`config.mk`:
```
export PLATFORM = sky130hd
export DESIGN_NAME = arb_mux_reg
export DESIGN_NICKNAME = d
export VERILOG_FILES = /design/src/rtl/arb_mux_reg.sv
export SDC_FILE = /design/constraint.sdc
export NUM_CORES = 1
export LEC_CHECK = 0
export ABC_CLOCK_PERIOD_IN_PS = 4200
export CORE_ASPECT_RATIO = 1.4
export CORE_MARGIN = 10
export CORE_UTILIZATION = 55
export CTS_CLUSTER_DIAMETER = 40
export DETAILED_ROUTE_END_ITERATION = 10
export DONT_BUFFER_PORTS = 1
export PLACE_DENSITY = 0.74
export REMOVE_ABC_BUFFERS = 1
export SLEW_MARGIN = 20
export SYNTH_ARGS = -nofsm -noshare
export SYNTH_HDL_FRONTEND = slang
export SYNTH_SLANG_ARGS = --single-unit
```
`constraint.sdc`:
```
create_clock -name clk -period 4.2 [get_ports clk]
set_clock_uncertainty 0.1 [all_clocks]
set_input_delay 0.84 -clock clk [delete_from_list [all_inputs] [get_ports clk]]
set_output_delay 0.84 -clock clk [all_outputs]
set_load 0.03 [all_outputs]
```
`src/rtl/arb_mux_reg.sv`:
```
// rtl/arb_mux_reg.sv - N-input registered selector with explicit-select or round-robin source choice
// One output register stage with valid/ready handshake, stall and synchronous flush.
module arb_mux_reg #(
  parameter int WIDTH  = 16,
  parameter int NUM_IN = 4,
  parameter int SEL_W  = 2,
  parameter int MODE   = 0
) (
  input  logic                    clk,
  input  logic                    reset,
  input  logic [NUM_IN*WIDTH-1:0] in_data,
  input  logic [NUM_IN-1:0]       in_valid,
  output logic [NUM_IN-1:0]       in_ready,
  input  logic [SEL_W-1:0]        select,
  input  logic                    flush,
  output logic [WIDTH-1:0]        out_data,
  output logic                    out_valid,
  input  logic                    out_ready,
  output logic [SEL_W-1:0]        grant
);

  logic [WIDTH-1:0] data_q, data_d;
  logic             valid_q, valid_d;
  logic [SEL_W-1:0] grant_q, grant_d;
  logic [SEL_W-1:0] ptr_q, ptr_d;

  logic             can_load;
  logic             src_ok;
  logic             xfer;
  logic [SEL_W-1:0] src;
  logic [WIDTH-1:0] src_data;

  assign can_load = ~flush & (~valid_q | out_ready);

  // Round-robin scan runs backwards so the last hit is the first candidate after ptr.
  always_comb begin
    src    = '0;
    src_ok = 1'b0;
    if (MODE == 0) begin
      src    = select;
      src_ok = (32'(select) < 32'(NUM_IN));
    end else begin
      for (int k = NUM_IN; k >= 1; k--) begin
        if (in_valid[(int'(ptr_q) + k) % NUM_IN]) begin
          src    = SEL_W'((int'(ptr_q) + k) % NUM_IN);
          src_ok = 1'b1;
        end
      end
    end
  end

  always_comb begin
    in_ready = '0;
    xfer     = 1'b0;
    src_data = '0;
    for (int i = 0; i < NUM_IN; i++) begin
      if (src_ok && (32'(src) == 32'(i))) begin
        in_ready[i] = can_load;
        xfer        = can_load & in_valid[i];
        src_data    = in_data[i*WIDTH +: WIDTH];
      end
    end
  end

  always_comb begin
    data_d  = data_q;
    valid_d = valid_q;
    grant_d = grant_q;
    ptr_d   = ptr_q;
    if (flush) begin
      valid_d = 1'b0;
    end else if (xfer) begin
      data_d  = src_data;
      valid_d = 1'b1;
      grant_d = src;
      if (MODE != 0) ptr_d = src;
    end else if (out_ready) begin
      valid_d = 1'b0;
    end
  end

  always_ff @(posedge clk or posedge reset) begin
    if (reset) begin
      data_q  <= '0;
      valid_q <= 1'b0;
      grant_q <= '0;
      ptr_q   <= SEL_W'(NUM_IN - 1);
    end else begin
      data_q  <= data_d;
      valid_q <= valid_d;
      grant_q <= grant_d;
      ptr_q   <= ptr_d;
    end
  end

  assign out_data  = data_q;
  assign out_valid = valid_q;
  assign grant     = grant_q;

endmodule

```
Yosys cells after proc, flatten, opt, wreduce, memory -nomap -nowiden:

Index checks and enable logic that the tools add are counted.

* mux-type cells: 15
* reduce and logical (&&, ||, !) cells: 3
* eq/ne operators: 3
* bitwise gates (word level): 8

Operators by type and width (count)
* two-way mux 16 bit: 4
* two-way mux 1 bit: 11
* bitwise AND 1 bit: 5
* == test 2 bit (second input constant): 2
* nonzero test 3 bit: 1
* == test 2 x 1 -> 1 bit (second input constant): 1
* logical NOT 2 bit: 1
* inverter 1 bit: 2
* AND reduction 2 bit: 1
* OR 1 bit: 1

* logic and storage cells: 32
* output and inout port bits: 23
* register bits: 19

Logic depth before layout (Yosys ltp):

* word-level depth: 10
* mapped depth: 4

Worst setup path before layout:

OpenSTA, ideal clock, no wires.

* path kind: in2out
* from: input port select[1]
* to: output port in_ready[2]
* cell stages on the path: 3
* setup slack: 1.291 ns
* path buffers: 1
* required time: 3.260 ns
* arrival: 1.969 ns
* path through: buf_1 > inv_1 > nor3_1

* word-level cells in the longest chain between the ends: 2

RTL lines
* start, declared: line 14 `input logic [SEL_W-1:0] select,`
* == test 2 bit: line 57 `if (src_ok && (32'(src) == 32'(i))) begin`
* two-way mux 1 bit: line 57
* end, declared: line 13 `output logic [NUM_IN-1:0] in_ready,`

Every way passes these cells.

Worst setup path after layout:

* from: register valid_q (netlist: out_valid)
* to: output port in_ready[2]

* word-level cells in the longest chain between the ends: 4

RTL lines
* start, declared: line 23 `logic valid_q, valid_d;`
* start signal, assigned: line 90 `valid_q <= valid_d;`
* inverter 1 bit: line 33 `assign can_load = ~flush & (~valid_q | out_ready);`
* OR 1 bit: line 33
* bitwise AND 1 bit: line 33
* two-way mux 1 bit: line 57

Every way passes these cells.

==> metrics.txt <==
Lkg Pwr=0.000526 uW; initial antenna violation count=0; capturing point of the worst reg2reg path=out_data[13]; Max H-tree Level=1; TritonCTS clock tree=yes; Worst R2R Path Depth=3; RSZ-0062 raised after global routing=false; Die Area=4640 um^2; wire per inst=33.7 um; worst hold-check path type=in2async; sequential area share after synthesis=37.7%; worst endpoint data arrival time=1910 ps; Worst R2R Setup Slack=2550 ps; residual DRC count=0; layout cells sized above 1=46.3%; crit end category=output port; nets=155; post-CTS resize count=0; fin crit period=2850 ps; Setup crit start kind=register; Peak Freq=0.350 GHz; status=complete, no violations; Detailed Route WL=3440 um; CP Data Required Time=3260 ps; Mapped Cells=81; Clock Latency Late Sink=290 ps; clock sink count=19; TritonCTS Buffers=3; Sum Neg Setup Slack=0 ps; CP startpoint=out_valid; number of cell rows=20; Syn. warnings=0; period utilization=67.9%; final setup vio count=0; Initial Util=57.9%; Pre-antenna DRT Iters=2; clk buf depth=2; Overflow after GRT=0; number of DRC markers in iteration 0=10; area delta synth->final=1.98%; Post-Synthesis Cell Area=1260 um^2; ant diodes=0; via count=747; Ports=97; synthesized area per cell=15.6 um^2; Routed Antenna Nets=0; post-synth cell types=21; Seq cells post-synth=19; Hold Fails Final Rpt=0; DR vias/cell=7.32; largest net degree at the start of global routing=23; Worst Tran Pin Value=928 ps; CTS root buf=clkbuf_4; Max-slew headroom=37.7%; Pwr Density=440 nW/um^2; Critical R2R Launch=out_valid; Layout Utilization=59.1%; Setup Fix Bufs, Post-CTS=0; Chip Height=76.7 um; Slew Limit Fails=0; area of the core=2180 um^2; GRT Util Overall=14.2%; clk slew on worst S/H paths=110 ps; width of the die=60.5 um; VDD IR max=0.212 mV; worst-path fanout max=4; max-capacitance violation count=0; routability cong.=0.648; CTS hold repair buffers=0; PortBufs=0; first-pass GRT wire length=5030 um; vias in the first global route=932; Fill cells=168; Setup Crit Path Kind=reg2out; DP Wirelength=2860 um
==> logic make-up (layout without fill, tap and decap cells) <==
| kind of cell | Yosys count | count (layout) | share of synthesized area (%) |
|---|---|---|---|
| AO/OA/AOI/OAI | 6 | 6 | 2.98 |
| flip-flops | 19 | 19 | 37.7 |
| buffers and inverters | 9 | 8 | 3.47 |
| AND/OR/NAND/NOR | 10 | 10 | 4.86 |
| multiplexers | 37 | 37 | 51.0 |
==> synth_stat cells (all sizes together) <==
cell	instances	area, um^2
clkbuf	1	3.75
inv	3	11.3
nand2	1	3.75
nand3	1	17.5
o21ai	2	10.0
mux4	17	383
buf	4	25.0
mux2i	2	20.0
mux2	18	240
nor2	2	7.51
clkinv	1	3.75
nor3	4	20.0
a31oi	2	12.5
dfrtp	19	475
o31ai	2	15.0
nand2b	1	6.26
nor2b	1	6.26
==> worst max-delay path, cell delays in order, from the launching register on <==
cell and delay, ps:
dfrtp_1 520, nand2b_1 240, nand2_1 130, nor3_1 730
==> layout make-up <==
cell class / instances / area [um^2] / share of cell area [%]
multi-input combinational: 53 / 742 / 57.7
inverter: 4 / 15.0 / 1.17
sequential: 19 / 475 / 37.0
tap: 22 / 27.5 / 2.14
clock buffer: 4 / 26.3 / 2.04
==> power by group <==
group	internal, uW	switching (uW)	leakage (uW)
Sequential	227	129	0.000221
Clock	36.9	55.0	0.0000150
Combinational	81.8	35.6	0.000290
Total	346	220	0.000526
==> per-layer routing <==
metal / vias up / part of all wire (%) / routed length [um] / GRT usage [%]
li1: 320 / - / - / -
met1: 369 / 30 / 1020 / 13.4
met2: 55 / 55 / 1870 / 24.3
met3: 3 / 15 / 522 / 9.06
met4: 0 / 0.55 / 19 / 3.52
met5: - / 0 / 0 / 0
==> layout by cell type, fill, tap and decap left out <==
master | netlist | layout
mux2_2 | 6 | 6
nand3_4 | 1 | 1
nand2_1 | 1 | 1
dfrtp_1 | 19 | 19
nor3_1 | 4 | 4
mux2_1 | 2 | 2
clkinv_1 | 1 | 1
a31oi_1 | 2 | 2
nor2_1 | 2 | 2
o21ai_1 | 2 | 2
clkbuf_4 | 0 | 3
nand2b_1 | 1 | 1
mux2i_1 | 2 | 2
mux2_4 | 10 | 10
inv_1 | 3 | 3
clkbuf_1 | 1 | 1
o31ai_1 | 2 | 2
mux4_2 | 17 | 17
nor2b_1 | 1 | 1
==> how the worst max path moves through the flow <==
stage,cells after the start,endpoint
4_1_cts,3,in_ready[3]
3_5_place_dp,3,in_ready[3]
3_3_place_gp,3,in_ready[3]
2_1_floorplan,3,in_ready[0]
5_1_grt,3,in_ready[1]
6_report,3,in_ready[2]
==> stage by stage <==
step                setup slack [ps]  hold slack, ps  cells  area (um^2)  power [uW]
global placement                1380             624     98         1260         476
CTS                             1330             460    102         1290         575
global route                    1230             476    102         1290         593
detailed placement              1370             635     98         1260         482
floorplan                       1460             584     76         1230         455
finish                          1350             442    102         1290         565
==> state kept, by name, summed over array words and instances (netlist names) <==
| name | count |
|---|---|
| out_valid | 1 |
| grant | 2 |
| out_data | 16 |
No activity file was read; power rests on OpenSTA's default activity.
